==> src/rtl/flash_boot_pkg.sv <==
// Shared types and widths for the flash-to-RAM boot copy engine.
package flash_boot_pkg;
    localparam int HW_W   = 16;
    localparam int WORD_W = 32;

    typedef enum logic [2:0] {
        IDLE,
        RD_REQ,
        RD_WAIT,
        RD_ACK,
        WR_RAM,
        DONE
    } state_t;
endpackage

==> src/rtl/flash_boot_loader.sv <==
// Boot copy engine: reads halfword pairs through the flash driver handshake and writes packed words to RAM.
// Optional running halfword checksum when FLASH_BOOT_CHECKSUM_EN is defined; otherwise checksum reads 0.
//
// state   | meaning
// IDLE    | waiting for a start rising edge; done holds its last value
// RD_REQ  | read request raised, waiting for the driver to go busy
// RD_WAIT | driver busy; first non-busy cycle captures the halfword
// RD_ACK  | request dropped, waiting for the driver completion pulse
// WR_RAM  | packed word presented to RAM until acknowledged
// DONE    | one cycle to drop busy and raise done
module flash_boot_loader
    import flash_boot_pkg::*;
#(
    parameter int                 RAM_AW     = 20,
    parameter logic [21:0]        SRC_BASE   = 22'h000000,
    parameter logic [RAM_AW-1:0]  DST_BASE   = '0,
    parameter int                 WORD_COUNT = 1024
) (
    input  logic              clk,
    input  logic              rst_n,
    input  logic              start,
    output logic              busy,
    output logic              done,
    output logic [21:0]       fl_addr,
    output logic              fl_enable_read,
    input  logic              fl_busy,
    input  logic [HW_W-1:0]   fl_data,
    input  logic              fl_ack,
    output logic [RAM_AW-1:0] ram_addr,
    output logic [WORD_W-1:0] ram_wdata,
    output logic              ram_we,
    input  logic              ram_ack,
    output logic [HW_W-1:0]   checksum
);

    // A zero-length copy still needs a one-bit counter to keep the widths legal.
    localparam int               CNT_W    = (WORD_COUNT < 1) ? 1 : $clog2(WORD_COUNT + 1);
    localparam logic [CNT_W-1:0] CNT_LAST = CNT_W'(WORD_COUNT);

    state_t             state, state_nxt;
    logic               start_q;
    logic               start_rise;
    logic               capture;
    logic [21:0]        src;
    logic [RAM_AW-1:0]  dst;
    logic [CNT_W-1:0]   word_cnt;
    logic [CNT_W-1:0]   word_cnt_inc;
    logic               half;
    logic [HW_W-1:0]    lo, hi;

    assign start_rise   = start & ~start_q;
    assign capture      = (state == RD_WAIT) && !fl_busy;
    assign word_cnt_inc = word_cnt + CNT_W'(1);

    always_ff @(posedge clk or negedge rst_n) begin
        if (!rst_n) state <= IDLE;
        else        state <= state_nxt;
    end

    always_comb begin
        state_nxt      = state;
        fl_enable_read = 1'b0;
        ram_we         = 1'b0;
        fl_addr        = src;
        ram_addr       = dst;
        ram_wdata      = {hi, lo};
        case (state)
            IDLE: begin
                if (start_rise) state_nxt = (WORD_COUNT == 0) ? DONE : RD_REQ;
            end
            RD_REQ: begin
                fl_enable_read = 1'b1;
                if (fl_busy) state_nxt = RD_WAIT;
            end
            RD_WAIT: begin
                fl_enable_read = 1'b1;
                if (!fl_busy) state_nxt = RD_ACK;
            end
            RD_ACK: begin
                if (fl_ack) state_nxt = half ? WR_RAM : RD_REQ;
            end
            WR_RAM: begin
                ram_we = 1'b1;
                if (ram_ack) state_nxt = (word_cnt_inc == CNT_LAST) ? DONE : RD_REQ;
            end
            DONE:    state_nxt = IDLE;
            default: state_nxt = IDLE;
        endcase
    end

    always_ff @(posedge clk or negedge rst_n) begin
        if (!rst_n) begin
            start_q  <= 1'b0;
            busy     <= 1'b0;
            done     <= 1'b0;
            src      <= '0;
            dst      <= '0;
            word_cnt <= '0;
            half     <= 1'b0;
            lo       <= '0;
            hi       <= '0;
        end else begin
            start_q <= start;
            case (state)
                IDLE: begin
                    if (start_rise) begin
                        done     <= 1'b0;
                        busy     <= 1'b1;
                        src      <= SRC_BASE;
                        dst      <= DST_BASE;
                        half     <= 1'b0;
                        word_cnt <= '0;
                    end
                end
                RD_WAIT: begin
                    if (capture) begin
                        if (half) hi <= fl_data;
                        else      lo <= fl_data;
                    end
                end
                RD_ACK: begin
                    if (fl_ack) begin
                        src  <= src + 22'd1;
                        half <= ~half;
                    end
                end
                WR_RAM: begin
                    if (ram_ack) begin
                        dst      <= dst + RAM_AW'(1);
                        word_cnt <= word_cnt_inc;
                    end
                end
                DONE: begin
                    busy <= 1'b0;
                    done <= 1'b1;
                end
                default: ;
            endcase
        end
    end

`ifdef FLASH_BOOT_CHECKSUM_EN
    logic [HW_W-1:0] cks;

    always_ff @(posedge clk or negedge rst_n) begin
        if (!rst_n)                            cks <= '0;
        else if (state == IDLE && start_rise)  cks <= '0;
        else if (capture)                      cks <= cks + fl_data;
    end

    assign checksum = cks;
`else
    assign checksum = '0;
`endif

endmodule

==> config.mk <==
export PLATFORM = sky130hd
export DESIGN_NAME = flash_boot_loader
export DESIGN_NICKNAME = d
export VERILOG_FILES = /design/src/rtl/flash_boot_pkg.sv /design/src/rtl/flash_boot_loader.sv
export SDC_FILE = /design/constraint.sdc
export NUM_CORES = 1
export LEC_CHECK = 0
export BUFFER_PORTS_ARGS = -buffer_cell sky130_fd_sc_hd__buf_2
export CORE_UTILIZATION = 48
export CTS_BUF_LIST = sky130_fd_sc_hd__clkbuf_16
export CTS_CLUSTER_SIZE = 25
export DETAILED_ROUTE_END_ITERATION = 8
export GPL_TIMING_DRIVEN = 0
export PLACE_DENSITY = 0.77
export SLEW_MARGIN = 20
export SYNTH_ARGS = -nofsm -noshare
export SYNTH_HDL_FRONTEND = slang
export SYNTH_SLANG_ARGS = --single-unit
==> constraint.sdc <==
create_clock -name clk -period 2.3 [get_ports clk]
set_clock_uncertainty 0.2 [all_clocks]
set_input_delay 0.23 -clock clk [delete_from_list [all_inputs] [get_ports clk]]
set_output_delay 0.23 -clock clk [all_outputs]
set_load 0.02 [all_outputs]
==> results of run 1 <==
==> layout make-up <==
class	count	share of cell area
buffer	30	0.0308
tap	111	0.0231
clock buffer	9	0.0375
timing repair buffer	133	0.138
multi-input combinational	319	0.374
clock inverter	7	0.00978
inverter	6	0.00375
sequential	92	0.383
==> critical path, cell delays in order (launching register included) <==
cell	delay, ps
dfrtp_1	400
or3b_4	430
a211o_1	340
or3_4	390
or4_4	490
a21oi_2	120
==> sequential cells by signal, indices dropped and copies added, names as in the netlist <==
signal and count:
half 1, hi 16, state 3, ram_addr 20, start_q 1, lo 16, fl_addr 22, word_cnt 11
done 1, busy 1
==> final timing paths <==
kind	startpoint	endpoint	slack, ps	cells after the start
worst max-delay path	start_q	ram_addr[19]	-140	5
worst min-delay path	fl_ack	half	50	3
worst max register to register	start_q	ram_addr[19]	-140	5
worst min register to register	hi[3]	hi[3]	300	1
max in group asynchronous	rst_n	word_cnt[7]	1020	3
min in group asynchronous	rst_n	fl_addr[10]	240	2
==> metrics by stage <==
stage / total power [mW] / util
floorplan: 3.57 / -
global placement: 4.16 / 0.573
detailed placement: 4.24 / 0.576
CTS: 5.74 / 0.642
global route: 6.03 / 0.654
finish: 5.72 / 0.654
==> per-layer routing <==
layer / share of wire / vias up / GRT usage / routed length, um
li1: - / 1824 / - / -
met1: 0.42 / 1844 / 0.264 / 4410
met2: 0.51 / 117 / 0.389 / 5400
met3: 0.053 / 17 / 0.0534 / 562
met4: 0.015 / 0 / 0.0611 / 161
met5: 0 / - / 0 / 0
==> layout by cell type (no fill, tap or decap), types with 3 or more instances in the layout <==
master / synthesis / final
nand4_1: 12 / 12
nor3_1: 15 / 12
inv_1: 6 / 6
a22o_1: 3 / 3
nor4_1: 13 / 6
and3_1: 7 / 7
o31ai_1: 6 / 6
a21o_1: 3 / 3
dfrtp_1: 92 / 91
nand2_1: 35 / 35
nand3_1: 19 / 19
mux2_2: 32 / 32
o21ai_0: 19 / 19
dlygate4sd3_1: 0 / 18
nor4_4: 0 / 4
clkbuf_2: 0 / 6
xnor2_1: 24 / 23
nor4_2: 0 / 3
buf_4: 16 / 31
clkbuf_16: 0 / 9
clkbuf_1: 14 / 6
and4_1: 3 / 3
ha_1: 4 / 4
a21oi_1: 6 / 4
buf_2: 0 / 99
nor2_1: 49 / 49
xor2_1: 16 / 16
nor2b_1: 3 / 3
conb_1: 1 / 16
==> timing repair <==
| item | 4_1_cts | 5_1_grt |
|---|---|---|
| buffers inserted | 9 | 6 |
| endpoints found under the hold margin | 77 | 0 |
| setup endpoints to repair | 53 | 45 |
| resized for setup | 18 | 18 |
| pin swaps | 4 | 13 |
| hold buffers | 18 | 0 |
==> cells by family (layout without fill, tap and decap cells) <==
| group | count (synthesis) | count (layout) | share of synthesized area |
|---|---|---|---|
| flops | 92 | 92 | 0.507 |
| simple gates | 173 | 173 | 0.193 |
| buf+inv | 40 | 185 | 0.0513 |
| other cells | 1 | 16 | 0.000827 |
| compound gates | 54 | 54 | 0.0800 |
| mux | 32 | 32 | 0.0794 |
| fa+ha+maj | 4 | 4 | 0.0110 |
| xor+xnor | 40 | 40 | 0.0772 |
==> where the power goes <==
group          internal, mW  leakage, nW  switching, mW  total, mW
logic                 0.812         1.56           1.17       1.99
registers              2.02         1.20          0.317       2.34
clock network         0.749        0.138          0.648       1.40
==> summary.txt, run 1 <==
Status: finished, violations left
Violated checks: negative setup slack
Setup TNS: -202 ps
Seq/Total Area, Yosys: 0.507
Inst Count DP: 662
Wirelength, routed: 10.5 mm
Cell area after layout: 6010 sq um
# diodes: 0
Layout Nets: 617
FFs w/ async S/R, synth: 1.00
Yosys warning total: 0
Core Box Area: 9200 sq um
Largest net degree at the start of global routing: 49
Row count: 35
WS Path Type: flop to flop
Max FO, Critical Path: 3
# port buffers: 99
Fill cell count: 688
CTS buffer count: 9
H-tree depth: 3
EDFF count, synth: 0
Area growth, synth to finish: 32.5%
Die X: 99.2 um
Routed WL per cell: 14.9 um
Max-cap check violation count: 0
Synth area leaders: dfrtp_1 (51%), mux2_2 (7.9%), xnor2_1 (4.6%), nor2_1 (4.1%), xor2_1 (3.1%)
Pwr/cell area: 952 nW/um^2
CTS clk-pin slew, worst paths: 60 ps
Die H: 99.2 um
Critical path endpoint category: flop
Antenna violations before repair: 0
Pleak: 2.90 nW
Top FF cell, synth: dfrtp_1
Largest area contributor in the netlist: dfrtp_1
Final Worst Setup Slack: -136 ps
Final Hold Viols: 0
Syn_area_per_cell: 10.4 sq um
Critical Path RT: 2370 ps
Total routing usage reported by global routing: 0.219
Vias: 3802
Total I/O pin count: 116
DR pass1 iterations: 4
Vias per inst: 5.38
Slew @ Worst Pin: 749 ps
Seq cells post-synth: 92
RePlAce Congestion: 0.908
Gr ovfl total: 0
Rel. slew slack: 0.499
Post-detail-place hpwl: 7.10 mm
Pins Over Slew Limit: 0
Number of global-route vias before repair: 3767
Initial Utilization: 0.493
Max Buffers Root-to-Sink: 2
Reg area: 2300 sq um
Synth unique cells: 49
Placed inst area: 5300 sq um
CTS tree: done
RSZ-0062 raised after global routing: true
Final setup fails: 3
DRT antenna net count: 0
Share of Yosys cell area claimed by the top area cell type: 0.507
Clock Latency Late Sink: 340 ps
First-pass GRT wire length: 17.4 mm
Finished Layout Cells: 707
Fin Hold WS: 48.9 ps
Tmin final: 2440 ps
# DRC: 0
Worst VDD drop: 0.843 mV
Iter 0 DRT Violations: 176
Pre-CTS setup slack: -388 ps
Share of layout cells above drive strength 1: 0.356
Cell Area, Synth: 4540 sq um
Die outline area: 9840 sq um
Fin crit share: 1.06
Clock root buffer master: clkbuf_16
TritonCTS Sinks: 92
Cell with the most instances after synthesis: dfrtp_1
Commonest cells in the netlist: dfrtp_1 (92), nor2_1 (49), nand2_1 (35)
Fmax: 0.411 GHz
Critical path arrival: 2500 ps
Multi-input logic area: 2250 sq um
Setup crit start kind: flop
Cells after synthesis: 436
Worst hold path class: primary input to flop
(Power assumes the default switching activity.)
==> run 2, diff against run 1 <==
- BUFFER_PORTS_ARGS: -buffer_cell sky130_fd_sc_hd__buf_2 -> not set
- CORE_UTILIZATION: 48 -> 55
- CTS_CLUSTER_DIAMETER: not set -> 50
- DONT_BUFFER_PORTS: not set -> 1
- PLACE_DENSITY: 0.77 -> 0.74
==> run 2 against run 1 <==
Clock power about the same. Non-clock buffer count fell by 99. Critical path depth unchanged. First-iteration DRC count down 13%. Largest cell class unchanged. Flip-flop and latch count is the same. Sequential power increased by 24%. Sequential share of layout area increased by 4.0 points. The flow finishes with violations (negative hold slack, negative setup slack). Via count down 8.2%.
==> summary.txt, run 2 (synthesis gave the netlist of run 1 again) <==
Status: finished, violations left
Violated checks: negative hold slack, negative setup slack
RSZ-0062 raised after global routing: true
Vias: 3489
Pwr/cell area: 977 nW/um^2
Critical path buffers and inverters: 0
TritonCTS Sinks: 92
Area growth, synth to finish: 20.2%
RePlAce Congestion: 0.889
Initial Utilization: 0.578
Fmax: 0.414 GHz
Die outline area: 8620 sq um
CP max stage cell: or4_4
Fin crit share: 1.05
# diodes: 0
Clock Latency Late Sink: 330 ps
Total I/O pin count: 116
Die X: 92.8 um
CTS tree: done
DR pass1 iterations: 4
WS Path Type: flop to flop
Row count: 32
Net load switching power: 2.03 mW
Gr ovfl total: 0
CTS clk-pin slew, worst paths: 70 ps
Routed WL per cell: 17.1 um
Pre-CTS setup slack: -359 ps
Max FO, Critical Path: 3
DRT antenna net count: 0
# port buffers: 0
Max reg flops: 22
Fill cell count: 572
Critical path arrival: 2480 ps
Number of global-route vias before repair: 3410
P_int: 3.30 mW
Pins Over Slew Limit: 0
Critical path endpoint category: flop
Most frequent cells in the layout: dfrtp_1 (88), nor2_1 (49), nand2_1 (33)
Clock root buffer master: clkbuf_16
Clock share of power: 0.259
Critical Path RT: 2370 ps
Max Buffers Root-to-Sink: 2
Total routing usage reported by global routing: 0.247
Final core occ: 0.695
Die H: 92.8 um
Switching portion of total power: 0.381
Max-cap check violation count: 0
First-pass GRT wire length: 16.7 mm
Total power: 5.33 mW
Iter 0 DRT Violations: 154
Crit path largest cell delay: 480 ps
Share of layout cells above drive strength 1: 0.237
Cts hold-fix bufs: 19
Comb power frac: 0.199
Worst VDD drop: 0.791 mV
Final Worst Setup Slack: -114 ps
CTS buffer count: 9
Vias per inst: 5.82
Largest net degree at the start of global routing: 93
Final Hold Viols: 92
Core Box Area: 7850 sq um
Fin Hold WS: -611 ps
CP delay by family, top: simple AND/OR/NAND/NOR gates
Tmin final: 2410 ps
Wirelength, routed: 10.2 mm
Placed inst area: 4760 sq um
Antenna violations before repair: 0
Worst hold path class: primary input to asynchronous set/reset pin
Pleak: 2.36 nW
H-tree depth: 3
Post-detail-place hpwl: 6.60 mm
Cell area after layout: 5450 sq um
Layout Nets: 518
Commonest non-fill, non-tap cell in the layout: dfrtp_1
Setup crit start kind: flop
Final setup fails: 1
# DRC: 0
Sequential share of power: 0.542
Cell Chain, Critical Path: or3b_4, a211o_1, or3_4, or4_4, a21oi_2
==> run 2: cell types whose count changed in the layout (fill, tap and decap cells not counted), moves of 2 or more <==
cell,previous run,this run
buf_2,99,1
dfrtp_1,91,88
dfrtp_2,1,4
nand3_1,19,16
nand3_2,0,3
nand2_1,35,33
nand2_2,0,2
nor3_2,2,4
nor4_4,4,2
==> run 2: power by group through the flow <==
| stage | logic (mW) | clock network [mW] | registers (mW) |
|---|---|---|---|
| detailed placement | 0.935 | 0 | 2.89 |
| CTS | 1.02 | 1.40 | 2.89 |
| global route | 1.16 | 1.47 | 2.95 |
| finish | 1.06 | 1.38 | 2.89 |
| global placement | 0.891 | 0 | 2.89 |
| floorplan | 0.797 | 0 | 2.77 |
==> run 2: worst reg2reg max path: cells and delay by family, from the launching register on <==
kind	cells	cell delay (ps)
flip-flops	1	400
AND/OR/NAND/NOR	3	1280
AO/OA/AOI/OAI	2	460
==> run 2: stage by stage <==
step | cells | TNS (ps)
final | 599 | -114
after global routing | 599 | -354
after CTS | 596 | -2570
after floorplan | 451 | -425
after detailed placement | 553 | -10410
after global placement | 553 | -8940
==> run 2: metal layers <==
metal / up-vias / GRT usage / wire (um)
met5: - / 0 / 0
met4: 0 / 0.108 / 195
met3: 13 / 0.0731 / 854
met2: 146 / 0.385 / 4810
met1: 1704 / 0.320 / 4390
li1: 1626 / - / -
==> run 2: worst paths after layout <==
path | slack (ps) | start | cells past startpoint | end
worst min-delay path | -610 | rst_n | 0 | busy
worst min register to register | 360 | word_cnt[10] | 1 | word_cnt[10]
min in group clk | 40 | fl_busy | 3 | state[1]
worst max-delay path | -110 | start_q | 5 | ram_addr[19]
worst max register to register | -110 | start_q | 5 | ram_addr[19]
max in group asynchronous | 2350 | rst_n | 0 | state[2]
==> run 2: layout make-up <==
| cell class | count | area, sq um | share of cell area |
|---|---|---|---|
| Timing Repair Buffer | 34 | 307 | 0.0562 |
| Buffer | 30 | 185 | 0.0340 |
| Clock inverter | 7 | 51.3 | 0.00941 |
| Multi-Input combinational cell | 319 | 2230 | 0.408 |
| Inverter | 6 | 22.5 | 0.00413 |
| Clock buffer | 9 | 225 | 0.0413 |
| Sequential cell | 92 | 2310 | 0.423 |
| Tap cell | 102 | 128 | 0.0234 |
==> run 2: what timing repair did <==
| action | CTS | global route |
|---|---|---|
| setup buffers | 9 | 6 |
| pin swaps | 5 | 9 |
| endpoints found under the hold margin | 132 | 92 |
| endpoints found under the setup margin | 52 | 57 |
| resized for setup | 24 | 16 |
